==> src/rtl/bram_level_fifo.sv <==
// Single-clock BRAM-backed FIFO with registered read port, occupancy count and watermarks.
// Define BRAM_LEVEL_FIFO_ERR_FLAGS_EN to enable sticky overflow/underflow flags.
module bram_level_fifo #(
   parameter int DATA_WIDTH          = 8,
   parameter int ADDR_WIDTH          = 3,
   parameter int ALMOST_FULL_THRESH  = 6,
   parameter int ALMOST_EMPTY_THRESH = 2
) (
   input  logic                  clk,
   input  logic                  rst,
   input  logic [DATA_WIDTH-1:0] src_data,
   input  logic                  wr_en,
   input  logic                  rd_en,
   output logic [DATA_WIDTH-1:0] dest_data,
   output logic                  full,
   output logic                  empty,
   output logic                  almost_full,
   output logic                  almost_empty,
   output logic [ADDR_WIDTH:0]   count,
   output logic                  overflow,
   output logic                  underflow
);

   localparam int unsigned DEPTH = 2 ** ADDR_WIDTH;
   localparam logic [ADDR_WIDTH:0] DEPTH_C = (ADDR_WIDTH + 1)'(DEPTH);
   localparam logic [ADDR_WIDTH:0] AF_C    = (ADDR_WIDTH + 1)'(ALMOST_FULL_THRESH);
   localparam logic [ADDR_WIDTH:0] AE_C    = (ADDR_WIDTH + 1)'(ALMOST_EMPTY_THRESH);

   logic [DATA_WIDTH-1:0] mem [DEPTH];
   logic [ADDR_WIDTH-1:0] wr_ptr;
   logic [ADDR_WIDTH-1:0] rd_ptr;
   logic                  rd_acc;
   logic                  wr_acc;
   logic [ADDR_WIDTH:0]   count_next;

   // A read in the same cycle frees the slot, so a full FIFO can still accept a write.
   always_comb begin
      rd_acc = rd_en && !empty;
      wr_acc = wr_en && (!full || rd_acc);
      count_next = count;
      case ({wr_acc, rd_acc})
         2'b10:   count_next = count + 1'b1;
         2'b01:   count_next = count - 1'b1;
         default: count_next = count;
      endcase
   end

   // Storage is deliberately left uncleared by reset so it maps onto block RAM.
   always_ff @(posedge clk) begin
      if (!rst && wr_acc)
         mem[wr_ptr] <= src_data;
   end

   always_ff @(posedge clk) begin
      if (rst) begin
         wr_ptr       <= '0;
         rd_ptr       <= '0;
         count        <= '0;
         dest_data    <= '0;
         full         <= 1'b0;
         empty        <= 1'b1;
         almost_full  <= 1'b0;
         almost_empty <= 1'b1;
      end else begin
         if (wr_acc)
            wr_ptr <= wr_ptr + 1'b1;
         if (rd_acc) begin
            rd_ptr    <= rd_ptr + 1'b1;
            dest_data <= mem[rd_ptr];
         end
         count        <= count_next;
         full         <= (count_next == DEPTH_C);
         empty        <= (count_next == '0);
         almost_full  <= (count_next >= AF_C);
         almost_empty <= (count_next <= AE_C);
      end
   end

`ifdef BRAM_LEVEL_FIFO_ERR_FLAGS_EN
   always_ff @(posedge clk) begin
      if (rst) begin
         overflow  <= 1'b0;
         underflow <= 1'b0;
      end else begin
         if (wr_en && !wr_acc)
            overflow <= 1'b1;
         if (rd_en && empty)
            underflow <= 1'b1;
      end
   end
`else
   assign overflow  = 1'b0;
   assign underflow = 1'b0;
`endif

endmodule
==> config.mk <==
export PLATFORM = sky130hd
export DESIGN_NAME = bram_level_fifo
export DESIGN_NICKNAME = d
export VERILOG_FILES = /design/src/rtl/bram_level_fifo.sv
export SDC_FILE = /design/constraint.sdc
export NUM_CORES = 1
export LEC_CHECK = 0
export ABC_AREA = 1
export CAP_MARGIN = 10
export CORE_MARGIN = 2
export CORE_UTILIZATION = 60
export DETAILED_ROUTE_END_ITERATION = 8
export PLACE_DENSITY = 0.93
export SYNTH_ARGS = -nofsm -noshare
export SYNTH_HDL_FRONTEND = slang
export SYNTH_SLANG_ARGS = --single-unit
==> constraint.sdc <==
create_clock -name clk -period 4.95 [get_ports clk]
set_input_delay 0.7425 -clock clk [delete_from_list [all_inputs] [get_ports clk]]
set_output_delay 0.7425 -clock clk [all_outputs]
set_load 0.02 [all_outputs]
# After elaboration in Yosys (flattened, before gate mapping)
# Memories as Yosys holds them, arrays and structs flattened. A register that Yosys moved wholly into a read port is not among the register bits.
# Cells that the tools add are included.
[totals]
reg_bits = 14
ram_bits = 64
out_inout_bits = 18
word_cells = 28
memories = 1
[classes]
n_addsub = 4
order_cmp = 2
n_eq_ne = 3
n_mux = 3
reduce_logical = 8
[memory_table]
columns = ["memory", "depth", "word_bits", "rd", "rd_ports_with_merged_regs", "wr", "line_no", "source"]
rows = [
  ["mem", 8, 8, 1, 1, 1, "29", "logic [DATA_WIDTH-1:0] mem [DEPTH];"],
]
[op_table]
columns = ["operator", "n"]
rows = [
  ["one-hot mux 4 bit (2 select lines)", 1],
  ["adder 3 x 1 -> 3 bit (second input constant)", 2],
  ["adder 4 x 1 -> 4 bit (second input constant)", 1],
  ["== test 4 bit (second input constant)", 1],
  ["greater-or-equal comparator 4 x 3 -> 1 bit (second input constant)", 1],
  ["less-or-equal comparator 4 x 2 -> 1 bit (second input constant)", 1],
  ["zero test 4 bit", 1],
  ["subtractor 4 x 1 -> 4 bit (second input constant)", 1],
  ["logical AND 1 bit", 3],
  ["zero test 1 bit", 3],
  ["== test 2 x 1 -> 1 bit (second input constant)", 1],
  ["== test 2 bit (second input constant)", 1],
  ["2-to-1 mux 1 bit", 2],
  ["logical OR 1 bit", 1],
]

# Longest topological paths before layout
# Gate-level depths: netlist of the first run.
[depth]
ltp_word = 7
depth_mapped = 21
ltp_nobuf = 21

# Worst setup path before layout of the first run
# No wires, ideal clock.
[synth_path]
kind = "input-to-reg"
startpoint = "in rd_en"
endpoint = "reg empty"
t_arrival_ns = 2.204
t_required_ns = 4.841
slack_ns = 2.637
path_stages = 21
n_path_buf = 0
cell_sequence = "inv_1 > nor2_1 > inv_1 > nand2_1 > nand2_2 > ha_1 > nand2_1 > inv_1 > nor2_2 > ha_1 > inv_1 > nand2_1 > inv_1 > nand2_1 > nand2_1 > nand2_1 > nand2_1 > nand2_1 > nand2_1 > nand2_1 > inv_1"
[synth_between]
elab_chain_cells = 6
[synth_rtl]
columns = ["item", "line_no", "source"]
rows = [
  ["start, declared", "13", "input logic rd_en,"],
  ["logical AND 1 bit *", "38", "rd_acc = rd_en && !empty;"],
  ["logical OR 1 bit", "39", "wr_acc = wr_en && (!full || rd_acc);"],
  ["logical AND 1 bit", "39", ""],
  ["== test 2 x 1 -> 1 bit / == test 2 bit (equally long branches)", "41", "case ({wr_acc, rd_acc})"],
  ["one-hot mux 4 bit (2 select lines) *", "41", ""],
  ["zero test 4 bit *", "73", "empty <= (count_next == '0);"],
  ["end signal, assigned", "73", ""],
  ["end, declared", "16", "output logic empty,"],
]
# Every way passes the cells marked *; elsewhere a longest branch is shown, timed or not.
# A chain may end at the register's enable or synchronous reset.

# Worst setup path in the final report of the first run
# Ends and elaborated chain as after synthesis.

==> summary.txt, run 1 <==
Run status
  • Status: finished clean

Drt
  • Routed via count: 2,409
  • Remaining DRCs: 0
  • Remaining antenna violation count: 0
  • DR WL/cell: 15.9 µm
  • Vias/cell: roughly 5.6
  • Routed WL: 6860 µm
  • DRT Pass-1 Iters: 5
  • Iteration-0 DRC Markers: a little over 300

Placement
  • Area of placed instances: 0.00382 mm²
  • I/O Buffers: 27
  • GPL Wtd Cong: around 0.86
  • Hpwl dp: 4220 µm

Hold path
  • Hold WC Path Type: flip-flop to flip-flop
  • Hold Path Origin: wr_ptr[2]
  • Worst hold path depth: 2
  • Worst Hold Path EP: wr_ptr[2]

Global route
  • First-pass GRT wire length: approximately 11,000 µm
  • Largest net degree at the start of global routing: 35
  • Grt ovf: 0
  • Vias in the first global route: 2,225
  • Initial antenna violation count: 0
  • GRT Util Overall: 0.231

Synth
  • Register area share after synthesis: 0.674
  • Register bit total from synthesis: 86
  • Post-Syn Area: approximately 0.0035 mm²
  • Yosys cell types: 23
  • Mean post-synth cell area: 10.8 µm²
  • Gate Count Post-Synth: 325
  • Yosys warning count: 0

Pwr
  • Sw frac: 0.322
  • Seq pwr share: 0.487
  • Clock network power share: 0.233
  • Power share of the combinational group: 0.280
  • Leak Pwr: 0.00146 µW
  • Internal power: 1250 µW
  • Net switching power: 595 µW
  • VDD IR max: 0.365 mV
  • Pwr Density: about 460 mW/mm²

Timing
  • Setup_tns: 0 ns
  • Period utilisation layout: 0.578
  • Fin. max-slew vios: 0
  • RSZ-0062 raised after global routing: false
  • Worst Max-Slew Pin Slew: 1.09 ns
  • Worst Skew: 0.00655 ns
  • Final hold viol count: 0
  • Highest Clock Rate: 350 MHz
  • Worst hold margin: 0.545 ns
  • Relative slew slack: 0.274
  • Min cycle time layout: 2.86 ns
  • Final setup fails: 0

Worst setup path
  • Worst path top cell family by delay: buffers and inverters
  • Nature of the critical path endpoint: flip-flop
  • Sum of buffers and inverters on the critical path: 8
  • Critical-path cell list: clkdlybuf4s50_1 > inv_1 > nor2_1 > buf_4 > inv_1 > nand2_1 > nand2_2 > ha_1 > nand2_1 > inv_1 > nor2_2 > ha_1 > inv_1 > nand2_1 > inv_1 > nand2_1 > nand2_1 > nand2_1 > nand2_1 > nand2_1 > nand2_1 > nand2_1 > inv_1
  • Worst Setup Start Kind: input pin
  • Worst-path fanout max: 22
  • Highest-delay cell along the critical path: clkdlybuf4s50_1
  • Worst R2R Setup Slack: 2.64 ns
  • Crit path arrival time: 3.12 ns
  • Setup CP Type: input pin to flip-flop
  • Max incr delay on CP: 0.46 ns
  • Critical Path RT: between 5 and 6 ns
  • Worst reg-to-reg path cell count: 21
  • Reg-to-reg endpoint: empty
  • Crit path top cell by count: nand2_1
  • R2r startpoint: empty

CTS
  • Clk Latency, worst-skew pair: 0.35 ns
  • Hold Buf Count CTS: 0
  • Clock Root Buffer: clkbuf_8
  • CTS tree: yes
  • Reg clk slew, reported paths: roughly 0.08 ns
  • Maximum clock insertion buffer count: 2
  • Deepest level of the CTS H-tree: 3
  • CTS sink cnt: 86
  • Post-cts resize count: 0
  • CTS buffer count: 9
  • Postcts setup bufs: 0

Final layout
  • Antenna cells: 0
  • Share of cells above drive strength 1: 0.0583
  • Post-route cell area: 0.00399 mm²
  • Fillcell total: around 380
  • Core Util, Final: 0.716
  • Fin nets: 372
  • Area growth syn-to-layout: 13.9%
  • FF+latch area: roughly 0.0024 mm²
  • Multi-input gate area: 973 µm²

Die
  • Initial Util: 0.629
  • Std-Cell Rows: 27
  • CORE AREA: 0.00557 mm²
  • Die width: roughly 80 µm
  • IO Pins: 30
  • Die H: 80.4 µm
  • DIE AREA: 0.00647 mm²

Flow run
  • Max-Cap Viols: 0
==> routing by layer <==
layer  up-vias  GRT usage  wire length, µm
met5         -          0                0
met4         0     0.0814              113
met3        11     0.0663              528
met2       101      0.378             3480
met1      1118      0.295             2740
li1       1179          -                -
==> synthesized netlist by cell type <==
master | instances | area share
clkinv_1 | 1 | 0.0011
buf_4 | 3 | 0.0064
nand3_1 | 7 | 0.010
edfxtp_1 | 64 | 0.55
inv_2 | 2 | 0.0021
a21oi_1 | 14 | 0.020
nor2_1 | 62 | 0.066
dfxtp_1 | 22 | 0.13
clkbuf_1 | 2 | 0.0021
xnor2_1 | 2 | 0.0050
o21ai_1 | 5 | 0.0071
clkbuf_2 | 2 | 0.0029
o21ai_0 | 41 | 0.059
ha_1 | 5 | 0.018
nor2_2 | 1 | 0.0018
inv_1 | 18 | 0.019
buf_2 | 6 | 0.0086
nor3_1 | 4 | 0.0057
nand2_1 | 44 | 0.047
conb_1 | 1 | 0.0011
o211ai_1 | 16 | 0.034
buf_6 | 2 | 0.0064
nand2_2 | 1 | 0.0018
==> power groups by stage <==
stage                     Clock, µW  Combinational [µW]  Sequential, µW
after floorplan                   0                 306             948
after global placement            0                 494             911
after detailed placement          0                 512             915
after CTS                       436                 517             900
after global routing            463                 576             909
final                           430                 518             901
==> cell type report <==
cell class | count | area share
inverters | 21 | 0.0198
flip-flops and latches | 86 | 0.592
clock inverters | 1 | 0.000941
well taps | 72 | 0.0226
clock buffers | 15 | 0.0417
repair buffers | 33 | 0.0790
multi-input cells | 204 | 0.244
==> tightest hold or removal path, delay by kind of cell, from the launching register on <==
kind                   cells  cell delay (ns)
AO/OA/AOI/OAI              1             0.07
buffers and inverters      1             0.10
flip-flops                 1             0.34
==> logic make-up after synthesis <==
| group | after synthesis | synth area share |
|---|---|---|
| compound gates | 76 | 0.120 |
| simple gates | 119 | 0.133 |
| other cells | 1 | 0.00107 |
| buf+inv | 36 | 0.0489 |
| flops | 86 | 0.674 |
| xor+xnor | 2 | 0.00500 |
| fa+ha+maj | 5 | 0.0179 |
==> how the worst max path moves through the flow <==
stage,slack [ns],to,startpoint,depth (start not counted)
5_1_grt,1.75,empty,rd_en,23
6_report,2.09,empty,rd_en,23
2_1_floorplan,2.64,empty,rd_en,21
3_3_place_gp,1.84,almost_full,rd_en,20
4_1_cts,2.11,empty,rd_en,23
3_5_place_dp,1.76,empty,rd_en,23
==> layout by cell type (no fill, tap or decap), types with 6 or more instances in the layout <==
cell	synthesis	routed
edfxtp_1	64	64
nor2_1	62	62
nand2_1	44	44
o21ai_0	41	41
clkdlybuf4s50_1	0	27
dfxtp_1	22	22
inv_1	18	18
o211ai_1	16	16
a21oi_1	14	14
clkbuf_8	0	11
nand3_1	7	7
buf_4	3	6
==> per-stage QoR <==
step | power, µW | instances | setup slack [ns]
after CTS | 1850 | 432 | 2.11
after global routing | 1950 | 432 | 1.75
after detailed placement | 1430 | 416 | 1.76
final | 1850 | 432 | 2.09
after floorplan | 1250 | 326 | 2.64
after global placement | 1400 | 416 | 1.84
==> flip-flops by register name, summed over array words and instances, names as in the netlist <==
signal / count
mem: 64
dest_data: 8
count: 4
rd_ptr: 3
wr_ptr: 3
almost_empty: 1
almost_full: 1
empty: 1
full: 1
No activity file was read; power rests on OpenSTA's default activity.
==> inputs of run 2 (changes only) <==
--- a/config.mk
+++ b/config.mk
@@ -8,9 +8,9 @@
 export ABC_AREA = 1
 export CAP_MARGIN = 10
 export CORE_MARGIN = 2
-export CORE_UTILIZATION = 60
+export CORE_UTILIZATION = 51
 export DETAILED_ROUTE_END_ITERATION = 8
-export PLACE_DENSITY = 0.93
+export PLACE_DENSITY = 0.85
 export SYNTH_ARGS = -nofsm -noshare
 export SYNTH_HDL_FRONTEND = slang
 export SYNTH_SLANG_ARGS = --single-unit
==> constraint.sdc (replaced) <==
create_clock -name clk -period 2.62 [get_ports clk]
set_input_delay 0.393 -clock clk [delete_from_list [all_inputs] [get_ports clk]]
set_output_delay 0.393 -clock clk [all_outputs]
set_load 0.02 [all_outputs]
==> run 2 against run 1 <==
- register-to-register slack got worse by 2.0 ns
- flip-flop and latch count stayed put
- sequential share of layout area fell by 1.2 points
- clock skew grew 0.0063 ns
- sequential power is 84% higher
- hold slack worse by 0.0015 ns
- first-iteration DRC count down 41%
- routed wire length is 0.85% lower
- combinational power is 99% higher
- via count fell by 0.62%
- global-route usage decreased by 4.3 points
- cell count is 3.7% higher
- largest power group unchanged
==> summary.txt, run 2 (same netlist as run 1, synthesis figures left out) <==
Die
  • Die H: around 87 µm
  • Die width: 86.9 µm
  • Initial Util: 0.521
  • DIE AREA: 0.00755 mm²
  • IO Pins: 30
  • CORE AREA: 0.00672 mm²
  • Std-Cell Rows: 30

Global route
  • First-pass GRT wire length: ~11,000 µm
  • Largest net degree at the start of global routing: 35
  • Vias in the first global route: 2,276
  • Grt ovf: 0
  • Initial antenna violation count: 0
  • GRT Util Overall: 0.188

Worst setup path
  • Nature of the critical path endpoint: flip-flop
  • Setup CP Type: input pin to flip-flop
  • Highest-delay cell along the critical path: clkdlybuf4s50_1
  • Worst Setup SP: rd_en
  • Critical Path RT: about 2.9 ns
  • Worst Setup Start Kind: input pin
  • Worst R2R Setup Slack: 0.61 ns
  • Max incr delay on CP: roughly 0.46 ns
  • Worst-path fanout max: 21
  • Crit path arrival time: about 2.5 ns
  • Worst path top cell family by delay: buffers and inverters
  • Worst path depth: 16
  • Critical-path cell list: clkdlybuf4s50_1 > inv_1 > nor2_1 > buf_4 > ha_1 > nand2_1 > inv_1 > nor2_2 > ha_1 > nand2_1 > nand2_1 > inv_1 > nor2_1 > nand2_1 > nand2_1 > a21oi_1
  • Sum of buffers and inverters on the critical path: 5
  • R2r startpoint: empty
  • Crit path top cell by count: nand2_1
  • Worst reg-to-reg path cell count: 14
  • CP endpoint: almost_empty
  • Reg-to-reg endpoint: almost_empty

CTS
  • Postcts setup bufs: 0
  • Clock Root Buffer: clkbuf_8
  • CTS sink cnt: 86
  • CTS buffer count: 9
  • Deepest level of the CTS H-tree: 3
  • CTS tree: yes
  • Clk Latency, worst-skew pair: 0.35 ns
  • Hold Buf Count CTS: 0
  • Post-cts resize count: 0
  • Maximum clock insertion buffer count: 2
  • Reg clk slew, reported paths: 0.08 ns

Timing
  • Fin. max-slew vios: 0
  • RSZ-0062 raised after global routing: false
  • Min cycle time layout: 2.22 ns
  • Final setup fails: 0
  • Relative slew slack: 0.610
  • Highest Clock Rate: 450 MHz
  • Period utilisation layout: 0.848
  • Final hold viol count: 0
  • Worst Max-Slew Pin Slew: 0.584 ns
  • Worst Skew: approximately 0.013 ns
  • Setup_tns: 0 ns

Final layout
  • Area growth syn-to-layout: 16.2%
  • Share of cells above drive strength 1: 0.0924
  • Most frequent cells in the layout: edfxtp_1 (64), nor2_1 (62), nand2_1 (44)
  • Fin nets: 380
  • Core Util, Final: 0.606
  • Regs by FF count: mem x64, dest_data x8, count x4
  • Top reg by flops: mem
  • Fillcell total: 523
  • Most common cell after layout, fill and taps aside: edfxtp_1
  • Max FFs per register: 64
  • Antenna cells: 0

Placement
  • Hpwl dp: between 4000 and 5000 µm
  • GPL Wtd Cong: 0.905
  • I/O Buffers: 27

Drt
  • Routed via count: 2,394
  • Remaining DRCs: 0
  • DRT Pass-1 Iters: 4
  • Remaining antenna violation count: 0
  • Iteration-0 DRC Markers: 180
  • Routed WL: 6810 µm
  • DR WL/cell: 15.2 µm
  • Vias/cell: 5.34

Pwr
  • Leak Pwr: roughly 0.0015 µW
  • Pwr Density: 868 mW/mm²
  • VDD IR max: 0.561 mV

Hold path
  • Worst hold path depth: 2
  • Hold WC Path Type: flip-flop to flip-flop

Run status
  • Status: finished clean

Flow run
  • Max-Cap Viols: 0
run 2: cell count changes in the layout (fill, tap and decap cells not counted):
cell        change
clkbuf_1        -4
clkinv_2        +1
clkbuf_8        -2
clkinv_1        -1
inv_8           +1
inv_6           +1
clkinvlp_4      +2
buf_4           +8
clkinv_4        +2
run 2: report_power, final:
| group | switching, µW | total [µW] | internal [µW] |
|---|---|---|---|
| combinational | 632 | 1030 | 394 |
| clock | 490 | 845 | 355 |
| sequential | 77.1 | 1660 | 1590 |
run 2: metrics by stage:
stage / hold slack [ns] / cells / setup slack, ns / power [µW] / cell area, µm²
after global placement: 0.508 / 432 / 0.154 / 2680 / 3890
after CTS: 0.539 / 448 / 0.422 / 3550 / 4070
final: 0.544 / 448 / 0.398 / 3530 / 4070
after floorplan: 0.465 / 326 / 0.657 / 2370 / 3510
after global routing: 0.569 / 448 / 0.221 / 3730 / 4070
after detailed placement: 0.527 / 432 / 0.0572 / 2720 / 3890
run 2: final cells by class:
class / count / area [µm²] / share of cell area
clock buffers: 9 / 124 / 0.0304
clock inverters: 7 / 57.6 / 0.0141
inverters: 21 / 78.8 / 0.0194
multi-input cells: 204 / 973 / 0.239
flip-flops and latches: 86 / 2360 / 0.580
well taps: 80 / 100 / 0.0246
repair buffers: 41 / 375 / 0.0922
run 2: per-layer routing:
| metal | part of all wire | routed length (µm) | track usage |
|---|---|---|---|
| met5 | 0 | 0 | 0 |
| met4 | 0.010 | 70 | 0.0639 |
| met3 | 0.065 | 439 | 0.0512 |
| met2 | 0.50 | 3410 | 0.323 |
| met1 | 0.42 | 2890 | 0.230 |
run 2: worst register-to-register path: stages (launching register included):
cell,delay [ns]
dfxtp_1,0.32
nor2_1,0.13
buf_4,0.24
ha_1,0.27
nand2_1,0.07
inv_1,0.09
nor2_2,0.05
ha_1,0.26
nand2_1,0.05
nand2_1,0.07
inv_1,0.05
nor2_1,0.14
nand2_1,0.07
nand2_1,0.07
a21oi_1,0.04
run 2: worst min path at each step:
stage	startpoint	slack (ns)	endpoint
final	wr_ptr[1]	0.54	wr_ptr[1]
after CTS	wr_ptr[2]	0.54	wr_ptr[2]
after global routing	wr_ptr[2]	0.57	wr_ptr[2]
after global placement	wr_ptr[2]	0.51	wr_ptr[2]
after detailed placement	wr_ptr[2]	0.53	wr_ptr[2]
after floorplan	rst	0.46	count[0]
